## src/rtl/coreahbtoapb3_apb_phase_sequencer_if.sv

```systemverilog
// ---------------------------------------------------------------------------
// coreahbtoapb3_apb_phase_sequencer_if : control + APB3 bus bundle. Rev 1.0
// ---------------------------------------------------------------------------
`default_nettype none

interface coreahbtoapb3_apb_phase_sequencer_if #(
  parameter int NUM_SLAVES = 16,
  parameter int SEL_W      = 4
);
  logic                  start;
  logic [SEL_W-1:0]      slaveSel;
  logic                  abort;
  logic [NUM_SLAVES-1:0] PREADYS;
  logic [NUM_SLAVES-1:0] PSLVERRS;
  logic [NUM_SLAVES-1:0] PSELS;
  logic                  PENABLE;
  logic                  busy;
  logic                  done;
  logic                  err;
  logic                  timedOut;

  // The sequencer is the APB master; the environment (AHB FSM + slaves) is the slave side.
  modport master (
    input  start, slaveSel, abort, PREADYS, PSLVERRS,
    output PSELS, PENABLE, busy, done, err, timedOut
  );

  modport slave (
    output start, slaveSel, abort, PREADYS, PSLVERRS,
    input  PSELS, PENABLE, busy, done, err, timedOut
  );
endinterface

`default_nettype wire

```

## src/rtl/coreahbtoapb3_apb_phase_sequencer.sv

```systemverilog
// ---------------------------------------------------------------------------
// coreahbtoapb3_apb_phase_sequencer : multi-slave APB3 SETUP/ACCESS engine. Rev 1.0
// ---------------------------------------------------------------------------
`default_nettype none

module coreahbtoapb3_apb_phase_sequencer #(
  parameter int NUM_SLAVES = 16,
  parameter int SEL_W      = 4,
  parameter int SETUP_WAIT = 0,
  parameter int TIMEOUT    = 0,
  parameter int TO_W       = 16
) (
  input wire HCLK,
  input wire HRESETN,
  coreahbtoapb3_apb_phase_sequencer_if.master bus
);

  typedef enum logic [1:0] {
    S_IDLE   = 2'd0,
    S_SETUP  = 2'd1,
    S_ACCESS = 2'd2,
    S_BADSEL = 2'd3
  } state_t;

  localparam logic [SEL_W:0]  c_NUM_SLAVES = (SEL_W+1)'(NUM_SLAVES);
  localparam logic [2:0]      c_SETUP_LAST = 3'(SETUP_WAIT);
  localparam logic [TO_W-1:0] c_TO_LAST    = TO_W'((TIMEOUT > 0) ? (TIMEOUT - 1) : 0);
  localparam logic [TO_W-1:0] c_TO_MAX     = {TO_W{1'b1}};
  localparam bit              c_TO_EN      = (TIMEOUT != 0);

  state_t                r_state,     w_state_nxt;
  logic [SEL_W-1:0]      r_idx,       w_idx_nxt;
  logic [2:0]            r_setup_cnt, w_setup_cnt_nxt;
  logic [TO_W-1:0]       r_to_cnt,    w_to_cnt_nxt;
  logic [NUM_SLAVES-1:0] r_psels,     w_psels_nxt;
  logic                  r_penable,   w_penable_nxt;
  logic                  r_done,      w_done_nxt;
  logic                  r_err,       w_err_nxt;
  logic                  r_timedout,  w_timedout_nxt;

  logic                  w_sel_ready;
  logic                  w_sel_slverr;
  logic [NUM_SLAVES-1:0] w_onehot_nxt;

  // Only the latched slave's handshake is ever observed.
  always_comb begin
    w_sel_ready  = 1'b0;
    w_sel_slverr = 1'b0;
    for (int i = 0; i < NUM_SLAVES; i++) begin
      if (r_idx == SEL_W'(i)) begin
        w_sel_ready  = bus.PREADYS[i];
        w_sel_slverr = bus.PSLVERRS[i];
      end
    end
  end

  always_comb begin
    w_state_nxt     = r_state;
    w_idx_nxt       = r_idx;
    w_setup_cnt_nxt = r_setup_cnt;
    w_to_cnt_nxt    = r_to_cnt;
    w_done_nxt      = 1'b0;
    w_err_nxt       = 1'b0;
    w_timedout_nxt  = 1'b0;
    w_onehot_nxt    = '0;
    w_psels_nxt     = '0;
    w_penable_nxt   = 1'b0;

    case (r_state)
      S_IDLE: begin
        if (bus.start) begin
          if ({1'b0, bus.slaveSel} < c_NUM_SLAVES) begin
            w_idx_nxt   = bus.slaveSel;
            w_state_nxt = S_SETUP;
          end else begin
            w_state_nxt = S_BADSEL;
          end
        end
      end
      S_SETUP: begin
        if (bus.abort) begin
          w_state_nxt = S_IDLE;
          w_done_nxt  = 1'b1;
          w_err_nxt   = 1'b1;
        end else if (r_setup_cnt == c_SETUP_LAST) begin
          w_state_nxt = S_ACCESS;
        end else begin
          w_setup_cnt_nxt = r_setup_cnt + 3'd1;
        end
      end
      S_ACCESS: begin
        // Completion beats abort, which beats timeout.
        if (w_sel_ready) begin
          w_state_nxt = S_IDLE;
          w_done_nxt  = 1'b1;
          w_err_nxt   = w_sel_slverr;
        end else if (bus.abort) begin
          w_state_nxt = S_IDLE;
          w_done_nxt  = 1'b1;
          w_err_nxt   = 1'b1;
        end else if (c_TO_EN && (r_to_cnt == c_TO_LAST)) begin
          w_state_nxt    = S_IDLE;
          w_done_nxt     = 1'b1;
          w_err_nxt      = 1'b1;
          w_timedout_nxt = 1'b1;
        end else if (r_to_cnt != c_TO_MAX) begin
          w_to_cnt_nxt = r_to_cnt + TO_W'(1);
        end
      end
      S_BADSEL: begin
        w_state_nxt = S_IDLE;
        w_done_nxt  = 1'b1;
        w_err_nxt   = 1'b1;
      end
      default: begin
        w_state_nxt = S_IDLE;
      end
    endcase

    if (w_state_nxt == S_IDLE) begin
      w_setup_cnt_nxt = '0;
      w_to_cnt_nxt    = '0;
    end

    for (int i = 0; i < NUM_SLAVES; i++) begin
      if (w_idx_nxt == SEL_W'(i)) begin
        w_onehot_nxt[i] = 1'b1;
      end
    end

    if ((w_state_nxt == S_SETUP) || (w_state_nxt == S_ACCESS)) begin
      w_psels_nxt = w_onehot_nxt;
    end
    w_penable_nxt = (w_state_nxt == S_ACCESS);
  end

  always_ff @(posedge HCLK or negedge HRESETN) begin
    if (!HRESETN) begin
      r_state     <= S_IDLE;
      r_idx       <= '0;
      r_setup_cnt <= '0;
      r_to_cnt    <= '0;
      r_psels     <= '0;
      r_penable   <= 1'b0;
      r_done      <= 1'b0;
      r_err       <= 1'b0;
      r_timedout  <= 1'b0;
    end else begin
      r_state     <= w_state_nxt;
      r_idx       <= w_idx_nxt;
      r_setup_cnt <= w_setup_cnt_nxt;
      r_to_cnt    <= w_to_cnt_nxt;
      r_psels     <= w_psels_nxt;
      r_penable   <= w_penable_nxt;
      r_done      <= w_done_nxt;
      r_err       <= w_err_nxt;
      r_timedout  <= w_timedout_nxt;
    end
  end

  assign bus.PSELS    = r_psels;
  assign bus.PENABLE  = r_penable;
  assign bus.busy     = (r_state != S_IDLE);
  assign bus.done     = r_done;
  assign bus.err      = r_err;
  assign bus.timedOut = r_timedout;

endmodule

`default_nettype wire

```

## src/flat_wrapper.sv

```systemverilog
// flat-port wrapper written by rule: the top's interface ports become plain ports
module coreahbtoapb3_apb_phase_sequencer_flat 
#(
  parameter int NUM_SLAVES = 16,
  parameter int SEL_W      = 4,
  parameter int SETUP_WAIT = 0,
  parameter int TIMEOUT    = 0,
  parameter int TO_W       = 16
)
  (HCLK, HRESETN, bus_start, bus_slaveSel, bus_abort, bus_PREADYS, bus_PSLVERRS, bus_PSELS, bus_PENABLE, bus_busy, bus_done, bus_err, bus_timedOut);
  coreahbtoapb3_apb_phase_sequencer_if #(.NUM_SLAVES(NUM_SLAVES), .SEL_W(SEL_W)) bus_i ();
  input wire HCLK;
  input wire HRESETN;
  input wire logic [$bits(bus_i.start)-1:0] bus_start;
  input wire logic [$bits(bus_i.slaveSel)-1:0] bus_slaveSel;
  input wire logic [$bits(bus_i.abort)-1:0] bus_abort;
  input wire logic [$bits(bus_i.PREADYS)-1:0] bus_PREADYS;
  input wire logic [$bits(bus_i.PSLVERRS)-1:0] bus_PSLVERRS;
  output wire logic [$bits(bus_i.PSELS)-1:0] bus_PSELS;
  output wire logic [$bits(bus_i.PENABLE)-1:0] bus_PENABLE;
  output wire logic [$bits(bus_i.busy)-1:0] bus_busy;
  output wire logic [$bits(bus_i.done)-1:0] bus_done;
  output wire logic [$bits(bus_i.err)-1:0] bus_err;
  output wire logic [$bits(bus_i.timedOut)-1:0] bus_timedOut;
  assign bus_i.start = bus_start;
  assign bus_i.slaveSel = bus_slaveSel;
  assign bus_i.abort = bus_abort;
  assign bus_i.PREADYS = bus_PREADYS;
  assign bus_i.PSLVERRS = bus_PSLVERRS;
  assign bus_PSELS = bus_i.PSELS;
  assign bus_PENABLE = bus_i.PENABLE;
  assign bus_busy = bus_i.busy;
  assign bus_done = bus_i.done;
  assign bus_err = bus_i.err;
  assign bus_timedOut = bus_i.timedOut;
  coreahbtoapb3_apb_phase_sequencer #(.NUM_SLAVES(NUM_SLAVES), .SEL_W(SEL_W), .SETUP_WAIT(SETUP_WAIT), .TIMEOUT(TIMEOUT), .TO_W(TO_W)) u_core (.HCLK(HCLK), .HRESETN(HRESETN), .bus(bus_i));
endmodule
```

## config.mk

```make
export PLATFORM = sky130hd
export DESIGN_NAME = coreahbtoapb3_apb_phase_sequencer_flat
export DESIGN_NICKNAME = d
export VERILOG_FILES = /design/src/rtl/coreahbtoapb3_apb_phase_sequencer_if.sv /design/src/rtl/coreahbtoapb3_apb_phase_sequencer.sv /design/src/flat_wrapper.sv
export SDC_FILE = /design/constraint.sdc
export NUM_CORES = 1
export LEC_CHECK = 0
export ABC_CLOCK_PERIOD_IN_PS = 4400
export CAP_MARGIN = 20
export CORE_ASPECT_RATIO = 1.75
export CORE_MARGIN = 4
export CORE_UTILIZATION = 45
export DETAILED_ROUTE_END_ITERATION = 12
export GPL_ROUTABILITY_DRIVEN = 1
export HOLD_SLACK_MARGIN = 0.06
export PLACE_DENSITY = 0.95
export SLEW_MARGIN = 20
export SYNTH_ARGS = -nofsm -noshare
export SYNTH_HDL_FRONTEND = slang
export SYNTH_SLANG_ARGS = --single-unit
```

## constraint.sdc

```tcl
create_clock -name HCLK -period 4.4 [get_ports HCLK]
set_input_delay 0.66 -clock HCLK [delete_from_list [all_inputs] [get_ports HCLK]]
set_output_delay 0.66 -clock HCLK [all_outputs]
set_load 0.05 [all_outputs]
```

==> After elaboration in Yosys (flattened, before gate mapping) <==
Cells that the tools add are included.
W data, S select, Z words.
{ "op_classes": {"addsub": 1, "n_eq_ne": 37, "n_reduce_logical": 9, "mux": 66} }
{ "op_table": {"columns": ["op", "n"], "rows": [
  ["$eq A4 B4 Y1 const B", 16],
  ["$mux W1", 51],
  ["$eq A4 B3 Y1 const B", 8],
  ["$eq A4 B2 Y1 const B", 4],
  ["$mux W16", 1],
  ["$mux W3", 4],
  ["$mux W2", 5],
  ["$eq A4 B1 Y1 const B", 2],
  ["$logic_not A4 Y1", 2],
  ["$mux W4", 2],
  ["$pmux W2 S4", 1],
  ["$eq A2 B2 Y1 const B", 3],
  ["$pmux W1 S3", 2],
  ["$eq A2 B1 Y1 const B", 2],
  ["$logic_not A2 Y1", 2],
  ["$reduce_bool A2 Y1", 2],
  ["$add A3 B1 Y3 const B", 1],
  ["$logic_not A3 Y1", 1],
  ["$reduce_and A3 Y1", 1],
  ["$ne A2 B1 Y1 const B", 1],
  ["$ne A2 B2 Y1 const B", 1],
  ["$logic_or A1 B1 Y1", 1]
]} }
{ "word_totals": {"register_bits": 28, "in_bits": 40, "output_inout_bits": 21, "word_cells": 120} }

==> Longest topological paths before layout <==
{ "logic_depth": {"depth_word": 22, "mapped_depth": 10, "mapped_depth_nobuf": 10} }

==> Worst setup path before layout <==
No wires, ideal clock.
{ "synth_timing": {"kind": "register to register", "from": "register u_core.r_idx[1]", "to": "register u_core.r_psels[12], in the netlist u_core.bus.PSELS[12]", "stages_incl_launch_ff": 10, "path_buffers": 0, "setup_time_ns": 0.120, "period_less_slack_ns": 2.152, "t_arrival_ns": 2.033, "required_time_ns": 4.280, "path_slack_ns": 2.248, "cell_sequence": "dfrtp_1 -> and2b_1 -> a221oi_1 -> or4_4 -> nand4b_1 -> a21o_1 -> ha_1 -> nor2b_1 -> nand2_1 -> nor2_1"} }
{ "synth_via": {"elab_chain_cells": 22, "word_cells_on_any_way": 42, "cone_classes": "eq/ne (18); mux (22); reduce/logical (2)"} }
{ "synth_lines": {"columns": ["element", "line_no", "source"], "rows": [
  ["start: declaration", "coreahbtoapb3_apb_phase_sequencer.sv:32", "logic [SEL_W-1:0] r_idx, w_idx_nxt;"],
  ["start signal: assignment", "coreahbtoapb3_apb_phase_sequencer.sv:150", "r_idx <= w_idx_nxt;"],
  ["$logic_not A4 Y1", "coreahbtoapb3_apb_phase_sequencer.sv:50", "if (r_idx == SEL_W'(i)) begin"],
  ["$mux W1 (16 in series)", "coreahbtoapb3_apb_phase_sequencer.sv:50", null],
  ["$mux W2", "coreahbtoapb3_apb_phase_sequencer.sv:93", "if (w_sel_ready) begin"],
  ["$pmux W2 S4", "coreahbtoapb3_apb_phase_sequencer.sv:69", "case (r_state)"],
  ["$eq A2 B1 Y1 / $eq A2 B2 Y1 (equally long branches)", "coreahbtoapb3_apb_phase_sequencer.sv:131", "if ((w_state_nxt == S_SETUP) || (w_state_nxt == S_ACCESS)) begin"],
  ["$logic_or A1 B1 Y1", "coreahbtoapb3_apb_phase_sequencer.sv:131", null],
  ["$mux W16 *", "coreahbtoapb3_apb_phase_sequencer.sv:131", null],
  ["via u_core.w_psels_nxt[12]", "coreahbtoapb3_apb_phase_sequencer.sv:35", "logic [NUM_SLAVES-1:0] r_psels, w_psels_nxt;"],
  ["end signal: assignment", "coreahbtoapb3_apb_phase_sequencer.sv:153", "r_psels <= w_psels_nxt;"],
  ["end: declaration", "coreahbtoapb3_apb_phase_sequencer.sv:35", null]
]} }
The timed path passes the listed nets; every way through them passes the cells marked *.
A chain may end at the register's enable or synchronous reset.

==> Worst setup path in the final report <==
{ "layout_timing": {"from": "register u_core.r_idx[2]", "to": "register u_core.r_psels[8], in the netlist u_core.bus.PSELS[8]"} }
The elaborated chain is that of the path after synthesis.

==> impl_metrics.tcl <==
set metrics [dict create \
    cts_root_buf "clkbuf_8" \
    yosys.area.top_type "dfrtp_1" \
    cts_tree "done" \
    leakagePower_uw 0.000938 \
    grt_overflow 0 \
    hpwl_mm 2.86 \
    cts_hold_buf 0 \
    netlist_area_um2 1440 \
    yosys-top-cells-area "dfrtp_1, mux2i_1, nor2_1" \
    drt_first_pass_iters 4 \
    hold_viol 0 \
    place_ws_ns 1.62 \
    via_per_inst 5.13 \
    drtIter0Drc 21 \
    worstReg2RegStart "u_core.r_idx[2]" \
    vdd_drop_max_mv 0.293 \
    rows 26 \
    outcome "completed" \
    fin_skew_ns 0.00390 \
    post-cts-setup-buffer-count 0 \
    fin_ws_ns 1.82 \
    postRouteAntennaNets 0 \
    yosys.area_share.simple_pct 19.7 \
    grt_pass1_wl_mm 5.87 \
    synth_common_cells "dfrtp_1, nor2_1, nand2_1" \
    grtUsageTotal_pct 18.1 \
    clk_path_buf_depth 2 \
    worstHoldEndpoint "u_core.r_setup_cnt[2]" \
    grt_max_degree 29 \
    critPathKind "flip-flop to flip-flop" \
    syn2layout_area_growth_pct 47.9 \
    synth_edf_count 0 \
    pin_count 61 \
    synth_ff_type "dfrtp_1" \
    hold_depth 2 \
    avgRoutedWirePerCell_um 14.8 \
    setup.worst_path.start_class "flip-flop" \
    p_per_area_nw_per_um2 387 \
    rrSetupSlack_ns 1.82 \
    drc 0 \
    die_h_um 82.8 \
    cts_buffers 3 \
    tns_ns 0 \
    maxCapViolCount 0 \
    r2r_cells 9 \
    clk_pin_slew_ns 0.09 \
    rsz0062_at_grt "no" \
    htree_levels 1 \
    synth_cell_type_count 37 \
    ys_seq_area_share_pct 48.7 \
    vias 1251 \
    max_freq_ghz 0.387 \
    fin_crit_ns 2.58 \
    synthMuxAreaShare_pct 10.1 \
    seqPwrFrac_pct 39.5 \
    die_area_um2 4200 \
    intPower_uw 540 \
    synth_xor_area_share_pct 1.22 \
    synth_seq_cells 28 \
    max_slew_margin_pct 61.6 \
    hp-start "u_core.r_setup_cnt[2]" \
    cts_sinks 28 \
    start_util_pct 48.1 \
    num_antenna_cells 0 \
    wirelength_mm 3.60 \
    p_comb_share_pct 36.6 \
    coreArea_um2 2990 \
    port_buffers 59 \
    hold_path.class "flip-flop to flip-flop" \
    reg2reg_to "u_core.bus.PSELS[8]" \
    clock_power_share_pct 23.9 \
    syn_inst 144 \
    synth_top_area_share_pct 48.7 \
    avgSynthCellArea_um2 9.99 \
    yosysMostFrequentCell "dfrtp_1" \
    end_kind "flip-flop" \
    critPathRequiredTime_ns 4.61 \
    setup_viol 0 \
    cts_resized 0 \
    drv_slew 0 \
    layout.nets 247 \
    critPathMaxFanout 18 \
    cp_data_arrival_time_ns 2.79 \
    ys_warn_count 0 \
    power_switching_share_pct 34.4 \
    async_flop_share_pct 100 \
    p_sw_uw 283 \
    grt_antenna_before_repair 0 \
    dieWidth_um 50.7 \
    insertion_delay_ns 0.27 \
    place.gp.congestion 0.800 \
    synth_fp_nets 188 \
    tightest_slew_ns 0.576 \
    grt_pass1_vias 1295 \
    synthAdderAreaFrac_pct 3.48 \
    num-fill-cells 226 \
    synth_top_family_by_area "simple AND/OR/NAND/NOR gates" \
    drive_above_1_share_pct 6.44 \
    synth_compound_area_share_pct 11.7 \
    timing.final.crit_share_pct 58.7 \
]
## routing by layer
metal,GRT usage [%],up-vias,share of wire (%)
li1,-,608,-
met1,19.5,593,37
met2,34.3,43,57
met3,2.69,7,4.1
met4,6.13,0,2.2
met5,0,-,0
## worst max-delay path by stage
stage | from | depth (start not counted) | to
after floorplan | u_core.r_idx[1] | 9 | u_core.bus.PSELS[12]
after global placement | bus_PREADYS[4] | 10 | u_core.bus.PSELS[8]
after detailed placement | bus_PREADYS[4] | 10 | u_core.bus.PSELS[9]
after CTS | u_core.r_idx[0] | 9 | u_core.bus.PSELS[8]
after global routing | u_core.r_idx[2] | 9 | u_core.bus.PSELS[9]
final | u_core.r_idx[2] | 9 | u_core.bus.PSELS[8]
## layout make-up
class                   count  area [µm²]  area share [%]
clock buffers               3        41.3            1.94
clock inverters             1        30.0            1.41
inverters                  10        37.5            1.76
multi-input cells         100         668            31.4
flip-flops and latches     28         701            32.9
well taps                  42        52.6            2.47
repair buffers             60         598            28.1
## sequential cells by signal (all words and copies together) (netlist names)
register and cells:
u_core.r_setup_cnt 3, u_core.bus.PSELS 16, u_core.bus.PENABLE 1, u_core.r_idx 4, u_core.bus.done 1, u_core.bus.err 1
u_core.r_state 2
## critical path, stage by stage, from the launching register on
cell and delay (ns):
dfrtp_1 0.72, mux2i_1 0.26, o22ai_1 0.10, o21ai_0 0.32, nand4b_1 0.17, a21o_1 0.19, ha_1 0.32, nor2b_1 0.18
nand2_1 0.13, nor2_1 0.13
## cell usage in the layout (no fill, tap or decap), drive strengths merged, types with 4 or more instances in the layout
cell,netlist,layout
or2,4,4
mux2i,10,10
a221oi,5,5
dfrtp,28,28
nand2,14,14
clkdlybuf4s50,0,59
o21ai,5,5
nand2b,6,6
inv,10,10
ha,4,4
nor2,24,24
## through the flow
stage | hold slack, ns | power, µW | util [%] | instance area (µm²) | cells
after floorplan | 0.364 | 528 | - | 1440 | 144
after global placement | 0.527 | 622 | 68.7 | 2060 | 240
after detailed placement | 0.538 | 631 | 68.7 | 2060 | 240
after CTS | 0.562 | 827 | 71.1 | 2130 | 244
after global routing | 0.630 | 866 | 71.1 | 2130 | 244
final | 0.549 | 823 | 71.1 | 2130 | 244
## cell families after synthesis
family	after synthesis
multiplexers	12
XOR/XNOR	2
flip-flops	28
AND/OR/NAND/NOR	58
AO/OA/AOI/OAI	23
other	1
buffers and inverters	16
adder cells (fa/ha/maj)	4
## power by group through the flow
stage               combinational [µW]  clock [µW]  sequential, µW
floorplan                          179           0             349
global placement                   293           0             329
detailed placement                 302           0             329
CTS                                303         200             325
global route                       327         208             331
finish                             301         197             325
(Power assumes the default switching activity.)
